--- src/rtl/adc_sample_conditioner_if.sv ---
// Output stream from the ADC sample conditioner to the audio path.
// Handshake: the producer raises out_valid with out_data; a transfer happens
// on every rising clock edge where out_valid && out_ready are both high.
interface adc_sample_conditioner_if;
    logic        out_valid;
    logic        out_ready;
    logic [11:0] out_data;

    // Producer side (the conditioner)
    modport master (
        output out_valid,
        output out_data,
        input  out_ready
    );

    // Consumer side (the audio path)
    modport slave (
        input  out_valid,
        input  out_data,
        output out_ready
    );
endinterface

--- src/rtl/adc_sample_conditioner.sv ---
// ADC sample conditioner: offset-binary to two's complement, optional
// leaky-integrator DC removal with saturation, accumulate-and-dump
// decimation, and a valid/ready output with a sticky overrun flag.
module adc_sample_conditioner #(
    parameter int DC_SHIFT = 8,   // DC tracker time constant 2^DC_SHIFT, 4..12
    parameter int LOG2_DEC = 2    // decimation factor 2^LOG2_DEC, 0..4
) (
    input  logic                            sclk,
    input  logic                            rst,
    input  logic                            sample_tick,
    input  logic [11:0]                     din,
    input  logic                            dc_en,
    input  logic                            clr_ovr,
    adc_sample_conditioner_if.master        aout,
    output logic                            overrun
);

    localparam int DW = 12 + DC_SHIFT + 1;
    localparam int SW = 12 + LOG2_DEC;
    localparam int CW = (LOG2_DEC > 0) ? LOG2_DEC : 1;
    localparam logic [CW-1:0] CNT_LAST = CW'((1 << LOG2_DEC) - 1);

    logic                  tick_d_q;
    logic                  a_vld_q;
    logic signed [11:0]    x_q;
    logic signed [DW-1:0]  dc_acc_q, dc_acc_d;
    logic signed [SW-1:0]  sum_q, sum_d;
    logic [CW-1:0]         cnt_q, cnt_d;
    logic                  done_q;
    logic                  out_valid_q;
    logic [11:0]           out_data_q;
    logic                  overrun_q, overrun_d;

    logic                  accept;
    logic signed [11:0]    dc;
    logic signed [11:0]    dc_sub;
    logic signed [12:0]    diff;
    logic signed [12:0]    trk;
    logic signed [11:0]    y;
    logic signed [SW-1:0]  sum_base;
    logic                  ovr_set;

    // A tick counts only on its rising edge; tick_d_q resets high so a tick
    // already high when reset releases is ignored.
    assign accept = sample_tick & ~tick_d_q;

    // Stage B datapath: DC estimate, saturating subtract, tracker update,
    // group accumulation and group counter.
    always_comb begin
        dc       = dc_acc_q[DC_SHIFT +: 12];
        dc_sub   = dc_en ? dc : 12'sd0;
        diff     = {x_q[11], x_q} - {dc_sub[11], dc_sub};
        if (diff[12] != diff[11]) begin
            y = diff[12] ? 12'sh800 : 12'sh7FF;
        end else begin
            y = diff[11:0];
        end
        trk      = {x_q[11], x_q} - {dc[11], dc};
        dc_acc_d = dc_acc_q + DW'(trk);
        sum_base = (cnt_q == '0) ? '0 : sum_q;
        sum_d    = sum_base + SW'(y);
        cnt_d    = (cnt_q == CNT_LAST) ? '0 : cnt_q + CW'(1);
    end

    // Overrun is set when a new result replaces an unconsumed one; set wins
    // over a simultaneous clear.
    always_comb begin
        ovr_set   = done_q && out_valid_q && !aout.out_ready;
        overrun_d = ovr_set | (overrun_q & ~clr_ovr);
    end

    // Stage A: capture and convert the sample on an accepting edge.
    always_ff @(posedge sclk or negedge rst) begin
        if (!rst) begin
            tick_d_q <= 1'b1;
            a_vld_q  <= 1'b0;
            x_q      <= '0;
        end else begin
            tick_d_q <= sample_tick;
            a_vld_q  <= accept;
            if (accept) begin
                x_q <= {~din[11], din[10:0]};
            end
        end
    end

    // Stage B: DC tracker, decimation accumulator and group-complete strobe.
    always_ff @(posedge sclk or negedge rst) begin
        if (!rst) begin
            dc_acc_q <= '0;
            sum_q    <= '0;
            cnt_q    <= '0;
            done_q   <= 1'b0;
        end else begin
            done_q <= a_vld_q && (cnt_q == CNT_LAST);
            if (a_vld_q) begin
                dc_acc_q <= dc_acc_d;
                sum_q    <= sum_d;
                cnt_q    <= cnt_d;
            end
        end
    end

    // Output stage: load the averaged result, retire it on handshake.
    always_ff @(posedge sclk or negedge rst) begin
        if (!rst) begin
            out_valid_q <= 1'b0;
            out_data_q  <= '0;
            overrun_q   <= 1'b0;
        end else begin
            overrun_q <= overrun_d;
            if (done_q) begin
                out_valid_q <= 1'b1;
                out_data_q  <= sum_q[LOG2_DEC +: 12];
            end else if (out_valid_q && aout.out_ready) begin
                out_valid_q <= 1'b0;
            end
        end
    end

    assign aout.out_valid = out_valid_q;
    assign aout.out_data  = out_data_q;
    assign overrun        = overrun_q;

endmodule
--- src/flat_wrapper.sv ---
// flat-port wrapper written by rule: the top's interface ports become plain ports
module adc_sample_conditioner_flat 
#(
    parameter int DC_SHIFT = 8,                                                
    parameter int LOG2_DEC = 2                                         
)
  (sclk, rst, sample_tick, din, dc_en, clr_ovr, overrun, aout_out_valid, aout_out_data, aout_out_ready);
  adc_sample_conditioner_if aout_i ();
  input  logic sclk;
  input  logic rst;
  input  logic sample_tick;
  input  logic [11:0] din;
  input  logic dc_en;
  input  logic clr_ovr;
  output logic overrun;
  output wire logic [$bits(aout_i.out_valid)-1:0] aout_out_valid;
  output wire logic [$bits(aout_i.out_data)-1:0] aout_out_data;
  input wire logic [$bits(aout_i.out_ready)-1:0] aout_out_ready;
  assign aout_out_valid = aout_i.out_valid;
  assign aout_out_data = aout_i.out_data;
  assign aout_i.out_ready = aout_out_ready;
  adc_sample_conditioner #(.DC_SHIFT(DC_SHIFT), .LOG2_DEC(LOG2_DEC)) u_core (.sclk(sclk), .rst(rst), .sample_tick(sample_tick), .din(din), .dc_en(dc_en), .clr_ovr(clr_ovr), .aout(aout_i), .overrun(overrun));
endmodule
--- config.mk ---
export PLATFORM = sky130hd
export DESIGN_NAME = adc_sample_conditioner_flat
export DESIGN_NICKNAME = d
export VERILOG_FILES = /design/src/rtl/adc_sample_conditioner_if.sv /design/src/rtl/adc_sample_conditioner.sv /design/src/flat_wrapper.sv
export SDC_FILE = /design/constraint.sdc
export NUM_CORES = 1
export LEC_CHECK = 0
export ABC_AREA = 1
export CORE_MARGIN = 10
export CORE_UTILIZATION = 55
export DETAILED_ROUTE_END_ITERATION = 8
export GPL_ROUTABILITY_DRIVEN = 0
export HOLD_SLACK_MARGIN = 0.05
export PLACE_DENSITY = 0.77
export SLEW_MARGIN = 20
export SYNTH_ARGS = -nofsm -noshare
export SYNTH_HDL_FRONTEND = slang
export SYNTH_SLANG_ARGS = --single-unit
--- constraint.sdc ---
create_clock -name sclk -period 4 [get_ports sclk]
set_clock_uncertainty 0.2 [all_clocks]
set_input_delay 0.8 -clock sclk [delete_from_list [all_inputs] [get_ports sclk]]
set_output_delay 0.8 -clock sclk [all_outputs]
set_load 0.1 [all_outputs]
After elaboration in Yosys (flattened, before gate mapping)
Index checks and enable logic that the tools add are counted.
- flip-flop bits (word level): 66
- input bits: 18
- output and inout port bits: 14
- word-level logic and storage cells: 37
- add/subtract/negate cells: 5
- eq/ne operators: 2
- mux-type cells: 7
- bitwise gates (word level): 6
- reduce and logical (&&, ||, !) cells: 7
- operators by type and width (kind ; count):
    12-bit 2-to-1 mux ; 3
    12-bit by 12-bit subtractor with 13-bit output ; 2
    21-bit by 13-bit adder with 21-bit output ; 1
    14-bit by 12-bit adder with 14-bit output ; 1
    14-bit 2-to-1 mux ; 1
    1-bit logical AND ; 4
    1-bit NOT ; 3
    2-bit by 1-bit adder with 2-bit output, second input constant ; 1
    1-bit bitwise AND ; 2
    2-bit == test, second input constant ; 1
    2-bit zero test ; 1
    1-bit 2-to-1 mux ; 2
    2-bit 2-to-1 mux ; 1
    2-bit nonzero test ; 1
    1-bit zero test ; 1
    1-bit inequality test ; 1
    1-bit OR ; 1

Longest topological paths before layout
Gate-level depths: netlist of the first run.
- word-level depth: 5
- gate-level depth with buffers: 29
- mapped depth without buffers: 29

Worst setup path after synthesis of the first run
OpenSTA, ideal clock, no wires.
- path kind: input port to flip-flop
- from: input dc_en
- to: register u_core.sum_q[12]
- library setup time: 118 ps
- arrival time: 4080 ps
- data required time: 3682 ps
- setup slack: -398 ps
- stages on the path: 28
- path buffers: 1
- path through: clkbuf_1 -> nand2_1 -> ha_1 -> a21oi_1 -> o21ai_1 -> nand2_1 -> nand2_1 -> nand2_1 -> nand3_1 -> xor2_1 -> ha_1 -> nand3_4 -> o21ai_2 -> ha_1 -> inv_1 -> fa_1 -> inv_1 -> nand2_1 -> nand2_1 -> nand2_1 -> nand2_1 -> nand2_1 -> nand2_1 -> nand2_1 -> nand2_1 -> nand2_1 -> nand3_1 -> nand2_1
- longest elaborated chain between the ends: 5
- elaborated cells on any way between the ends: 6
- classes of those cells: 2 x add/sub; 1 x eq/ne; 3 x mux
- ends and longest elaborated chain (what ; RTL line ; RTL):
    start, declared ; flat_wrapper.sv:13 ; input logic dc_en;
    12-bit 2-to-1 mux (*) ; adc_sample_conditioner.sv:51 ; dc_sub = dc_en ? dc : 12'sd0;
    12-bit by 12-bit subtractor with 13-bit output (*) ; adc_sample_conditioner.sv:52 ; diff = {x_q[11], x_q} - {dc_sub[11], dc_sub};
    12-bit 2-to-1 mux / 1-bit inequality test (equally long branches) ; adc_sample_conditioner.sv:54, adc_sample_conditioner.sv:53 ;
    12-bit 2-to-1 mux (*) ; adc_sample_conditioner.sv:53 ; if (diff[12] != diff[11]) begin
    14-bit by 12-bit adder with 14-bit output (*) ; adc_sample_conditioner.sv:61 ; sum_d = sum_base + SW'(y);
    end signal, assigned ; adc_sample_conditioner.sv:98 ; sum_q <= sum_d;
    end, declared ; adc_sample_conditioner.sv:27 ; logic signed [SW-1:0] sum_q, sum_d;
Every way passes the cells marked *; elsewhere a longest branch is shown, timed or not.
A chain may end at the register's enable or synchronous reset.

Worst setup path after layout of the first run
Same ends and word-level chain as after synthesis.

==> results of run 1 <==
==> path summary, 6_finish.rpt <==
kind,endpoint,cells after the start
worst max-delay path,u_core.sum_q[12],30
worst min-delay path,u_core.aout.out_data[11],2
worst max register to register,u_core.sum_q[13],23
worst min register to register,u_core.aout.out_data[11],2
max in group asynchronous,u_core.x_q[8],2
min in group asynchronous,u_core.sum_q[13],2
==> final cells by class <==
cell class	instances	share of cell area, %
Multi-Input combinational cell	583	51.91
Sequential cell	65	21.60
Timing Repair Buffer	112	12.83
Inverter	163	8.184
Tap cell	136	2.258
Clock buffer	10	1.693
Clock inverter	6	1.527
==> layer usage <==
layer / vias up / wire length (µm) / share of wire (%) / global-route usage [%]
li1: 2774 / - / - / -
met3: 61 / 776 / 4.7 / 3.562
met4: 0 / 775 / 4.7 / 10.80
met2: 195 / 8705 / 53 / 37.75
met5: - / 0 / 0 / 0
met1: 2749 / 6232 / 38 / 23.32
==> critical path: cells and delay by family <==
kind	cells	cell delay [ps]
adders and majority gates	5	1340
buffers and inverters	6	460
AOI/OAI and AO/OA	2	210
and+or+nand+nor	17	1210
==> per-stage QoR <==
stage,setup WS [ps],std cells,hold slack (ps),TNS (ps)
4_1_cts,2.730,1064,283.7,0
5_1_grt,-158.7,1075,309.1,-863.6
6_report,14.23,1075,280.6,0
3_5_place_dp,-834.2,1039,262.0,-8877
2_1_floorplan,-59.34,825,241.9,-111.8
3_3_place_gp,-711.8,1039,261.7,-7275
==> cells by family (layout without fill, tap and decap cells) <==
group | after synthesis | count (layout) | synth area share (%)
and+or+nand+nor | 393 | 393 | 28.92
buffers and inverters | 177 | 291 | 11.65
AOI/OAI and AO/OA | 102 | 102 | 10.11
adders and majority gates | 70 | 70 | 18.08
DFF | 65 | 65 | 28.48
xor gates and xnor gates | 18 | 18 | 2.758
==> synthesized netlist by cell type (all sizes together) <==
| library cell | count | share of area, % |
|---|---|---|
| a31oi | 4 | 0.44 |
| a21o | 2 | 0.26 |
| nand4 | 5 | 0.66 |
| o21a | 1 | 0.13 |
| o21ai | 53 | 4.9 |
| dfrtp | 64 | 28 |
| nor3 | 7 | 0.61 |
| fa | 21 | 7.4 |
| xnor2 | 12 | 1.8 |
| inv | 163 | 11 |
| a21boi | 1 | 0.33 |
| o22ai | 5 | 0.55 |
| nand3b | 5 | 0.66 |
| or2 | 1 | 0.11 |
| a21oi | 30 | 2.7 |
| o32ai | 1 | 0.15 |
| xor2 | 6 | 0.92 |
| buf | 1 | 0.087 |
| ha | 49 | 11 |
| nand3 | 55 | 5.6 |
| clkbuf | 13 | 0.85 |
| nor2 | 56 | 3.7 |
| nand2 | 262 | 17 |
| and2 | 2 | 0.22 |
| dfstp | 1 | 0.46 |
| o21bai | 5 | 0.66 |
==> repair_timing <==
item,4_1_cts,5_1_grt
setup endpoints to repair,11,11
pin swaps,9,29
hold buffers,0,0
buffers inserted,8,11
gates resized for setup,20,72
cloned,1,0
==> registers in the layout, indices dropped and copies added (netlist names) <==
name and count:
u_core.a_vld_q 1, u_core.aout.out_data 12, u_core.aout.out_valid 1, u_core.cnt_q 2
u_core.dc_acc_q 20, u_core.done_q 1, u_core.overrun 1, u_core.sum_q 14
u_core.tick_d_q 1, u_core.x_q 12
==> summary.md, run 1 <==
In this run the horizontal extent of the chip is 121.9 µm. In this run the critical register-to-register path is launched from u_core.dc_acc_q[10]. The ratio of cells with drive above 1 in the final layout is 21.51%.

The clock insertion delay at the later pin of the skew report is 360 ps, and the final critical path time including I/O delays and setup is 3986 ps. The logs give 0 for the reported max-cap violation count and 33.73% for the relative slew slack. Counting every instance in the synthesized netlist gives 825. The via count of the first global-routing pass came out at 5698.

For this design, the slowest cell found on the critical path is fa_2. During synthesis, Yosys emitted a total of 0 warnings. The tools report the nature of the critical path endpoint as a flop. Detailed placement ended at an HPWL of 11430 µm. The run gives 10230 µm² as the placeable core region. The critical path starts at dc_en. CTS built an H-tree with a depth of 3.

The wire length per cell was 15.34 µm. The largest stage delay on the critical path was 340 ps; the number of DRC markers in iteration 0 was 391. Floorplan die height: 121.9 µm.

Leaving out fill and tap cells, the most frequent cells in the layout are nand2_1, inv_1, buf_4. The final count of hold timing violations was 0. The detailed router placed 5779 vias in this run. The combined flip-flop and latch cell area is 1628 µm², and the placement-stage cell area is 6708 µm². TritonCTS built the clock tree.

The routed design has 16490 µm of wire. The worst hold path begins at u_core.aout.out_data[11]. For the post-detailed-route count of antenna-violating nets, the log shows 0.

The initial antenna violation count came out at 0. The tools report the number of slew-limit violations in the final report as 0. The starting utilization of the core area was 55.86%. The part of the cycle the worst path needs is 99.64%. STA classifies the critical path startpoint as an input port. In this run, CTS created clock tree buffers numbering 9. Final core utilization: 73.67%. At the end of the flow, the number of nets in the layout was 1022.

For the total DRC errors in the routed layout, the log shows 0. At the worst endpoint, the arrival time is 4040 ps. The sequential share of the synthesized area was 28.48%.

Dividing the detail-routed via count by the number of cells gives 5.376. The final setup violation count is 0, and the number of top-level design ports is 32. Area added between synthesis and finish: 31.87%. For this run, the detailed router's first-pass iteration total came to 5. The layout has 718 filler cells.

The multi-input combinational cells in the finished layout cover a total of 3913 µm². The run gives 0.2509 GHz as the highest attainable clock frequency. The worst register-to-register path has a setup slack of 180 ps.

The path class of the tightest hold or removal check is flop to flop. The flow ran to the end, and the final reports show no timing, DRC or antenna violations. The die area is 14870 µm², and the post-synthesis sequential element count is 65. The slew at the pin with the worst max-slew slack was 990.9 ps. Of all nets on the critical path, the largest fanout is 6.

The required time of the critical path was 4060 ps; the number of sinks driven by the clock tree was 65. The library cell used most frequently in the layout, excluding fill and tap cells, is nand2_1. In this run the deepest clock path goes through 2 buffers. After global routing the overflow that remains totals 0.

A synthesized cell averages 6.928 µm². The first global-routing pass estimated 25640 µm of wire. The worst setup path is of the input port to flop kind. The clock-pin transition on the worst setup and hold timing paths was 80 ps. 0 antenna diodes ended up in the layout. The pin count of the biggest net entering global routing was 66; the area of all placed cells without fillers was 7537 µm².

The count of buffers inserted at the top-level ports is 31. The most frequent cell on the critical path was nand2_2. Global routing used 21.02% of the available tracks across all layers.

Row generation in the floorplan step produced 37 rows. The number of distinct library cells after synthesis is 36, and the area of the mapped netlist is 5715 µm². The tree is rooted in a clkbuf_8. Setup repair after global routing could not meet its margin everywhere. For the number of nets in the synthesized netlist, the log shows 913.
Power of run 1 is left out: the tool's default activity adds up to more than one toggle a clock period on the data nets, which glitch-free logic cannot reach.
==> run 2: changes to the inputs <==
Settings changed: CORE_ASPECT_RATIO set to 1.25.
==> run 2 against run 1 <==
Against the previous run: the run now ends with negative setup slack left; register-to-register slack got worse by 110 ps; final cell count increased by 0.19%; core utilization increased by 0.40 points; first-iteration DRC count decreased by 3.6%; die area increased by 0.17%; largest cell class unchanged; routed wire length increased by 1.8%.
==> summary.md, run 2 (synthesized netlist as in run 1, its figures left out) <==
The run gives 3 (unchanged) as the H-tree depth. Filler cell count: 762 (+6.1%). The floorplan die height is 134.0 µm (+9.9%). The total DRC errors in the routed layout was 0 (unchanged). The tools report the number of slew-limit violations in the final report as 0 (unchanged). The number of buffers inserted for hold repair after clock tree synthesis is 0 (unchanged), and the via-per-instance ratio is 5.448 (+1.4%). The pin count of the biggest net entering global routing was 41 (-38%). The setup TNS was -1002 ps (-1002 ps); the part of the cycle the worst path needs was 104.3% (+4.7 points). The hold path startpoint is u_core.dc_acc_q[1]. For the first-pass GRT wire length, the log shows 26520 µm (+3.4%).

The number of flip-flops under the largest register name is 20 (unchanged). The net count reported at finish was 1031 (+0.88%); the number of buffers added by the clock tree synthesis step was 9 (unchanged). The clock-pin transition on the worst setup and hold timing paths works out to 50 ps (-30 ps). The starting utilization of the core area was 56.56% (+0.69 points). In the final layout, the registers with the most flip-flops are u_core.dc_acc_q (20), u_core.sum_q (14). The post-detailed-route count of antenna-violating nets was 0 (unchanged). Setup repair after global routing could not meet its margin everywhere. The area growth from synthesis to layout is 30.98%.

The count of buffers inserted at the top-level ports is 31 (unchanged). The startpoint identified for the worst register-to-register timing path is u_core.dc_acc_q[15]. Layer with the highest usage after global routing: met2. Initial antenna violation count: 0 (unchanged).

The tools report the root buffer cell as clkbuf_16. For the via count of the first global-routing pass, the log shows 5918 (+3.9%). Maximum net fanout on the critical path: 6 (unchanged).

The critical path in this run is classified as input port to flop. Broken down by cell family, the worst path's largest delay share belongs to simple AND/OR/NAND/NOR gates. The global route total overflow is 0 (unchanged).

The tools report the die area as 14900 µm² (+0.17%). Global router's overall resource usage: 21.17% (+0.15 points). The relative slew slack came out at 34.24% (+0.50 points).

Leaving out fill and tap cells, the most frequent cells in the layout are nand2_1, inv_1, buf_4. The number of sinks driven by the clock tree came out at 65 (unchanged). Largest register by flop count: u_core.dc_acc_q. The number of diodes is 0 (unchanged). The final reports fail on negative setup slack. The final critical path time including I/O delays and setup works out to 4172 ps (+186.3 ps). The number of top-level design ports was 32 (unchanged). The count of buffer and inverter cells on the critical path was 6 (unchanged); the final count of hold timing violations was 0 (unchanged).

The category of the worst setup path launch point was an input port. Master of the slowest instance on the critical path: fa_2. The library cell used most frequently in the layout, excluding fill and tap cells, is nand2_1. The largest stage delay on the critical path works out to 390 ps (+50 ps). The run finished, with violations left. Highest attainable clock frequency: 0.2397 GHz (-4.5%). Met1 global-route usage: 20.72% (-2.6 points). The nature of the critical path endpoint is a flop. The most frequent cell on the critical path was nand2_4. The slew at the pin with the worst max-slew slack was 983.3 ps (-7.546 ps). The number of DRC markers in iteration 0 is 377 (-3.6%). The routed via count is 5868 (+1.5%), and the final worst hold slack is 283.0 ps (+2.418 ps). TritonCTS built the clock tree.

The met2 capacity usage during global routing is 40.93% (+3.2 points), and the required time of the critical path is 4030 ps (-30 ps). The post-detailed-routing wire length was 16790 µm (+1.8%). For the arrival time reported for the critical path endpoint, the log shows 4200 ps (+160 ps).

Final setup violation count: 9 (+9). The run gives 340 ps (-20 ps) as the clock insertion delay at the later pin of the skew report. Launching element of the worst setup path: dc_en. For the buffer depth of the longest clock path, the log shows 2 (unchanged).

The worst path setup slack after routing is -172.1 ps (-186.3 ps). The logs give 0 (unchanged) for the reported max-cap violation count and 10110 µm² (-1.2%) for the placeable core region. The run gives 5 (unchanged) as the number of search-and-repair iterations in the first detailed-routing pass. The worst hold path belongs to the class flop to flop. Total number of placement rows: 41 (+11%). The met3 layer usage reported by global route is 4.239% (+0.68 points), and the ratio of cells with drive above 1 in the final layout is 20.68% (-0.84 points).

The wire length per cell was 15.59 µm (+1.6%); the horizontal die dimension was 111.2 µm (-8.8%). The placed wire-length estimate after detailed placement is 12200 µm (+6.7%).
run 2: path summary, 6_finish.rpt:
path	to	slack [ps]	cells past startpoint
min in group asynchronous	u_core.dc_acc_q[15]	350	1
max	u_core.sum_q[10]	-170	29
max in group asynchronous	u_core.sum_q[1]	2360	2
max reg2reg	u_core.sum_q[10]	70	25
min	u_core.dc_acc_q[1]	280	2
min reg2reg	u_core.dc_acc_q[1]	280	2
run 2: area by class of cell:
cell class	instances	area [µm²]	area share, %
clock inverter	7	37.54	0.5014
inverter	163	618.1	8.257
timing repair buffer	121	997.2	13.32
clock buffer	9	225.2	3.009
tap	129	161.4	2.156
multi-input combinational	583	3819	51.01
sequential	65	1628	21.74
run 2: what timing repair did:
action | CTS | global route
setup endpoints to repair | 11 | 11
hold endpoints to repair | 0 | 0
resized for setup | 25 | 55
cloned | 1 | 0
pin swaps | 18 | 30
buffers inserted | 8 | 6
run 2: stage by stage:
| stage | instances | cell area [µm²] | setup WS, ps | utilization (%) |
|---|---|---|---|---|
| 5_1_grt | 1077 | 7486 | -351.7 | 74.07 |
| 2_1_floorplan | 825 | 5819 | -59.34 | - |
| 4_1_cts | 1071 | 7201 | -32.36 | 71.25 |
| 3_3_place_gp | 1046 | 6792 | -717.0 | 67.20 |
| 6_report | 1077 | 7486 | -172.1 | 74.07 |
| 3_5_place_dp | 1046 | 6792 | -863.6 | 67.20 |
run 2: tightest hold or removal path: cells and delay by family, from the launching register on:
kind / cells / cell delay, ps
AOI/OAI and AO/OA: 1 / 60
DFF: 1 / 340
and+or+nand+nor: 1 / 50
run 2: metal layers:
metal  routed length [µm]  vias up
li1                     -     2795
met1                 6119     2786
met2                 9143      217
met3                  815       70
met4                  709        0
met5                    0        -
Power of run 2 is left out for the same reason.
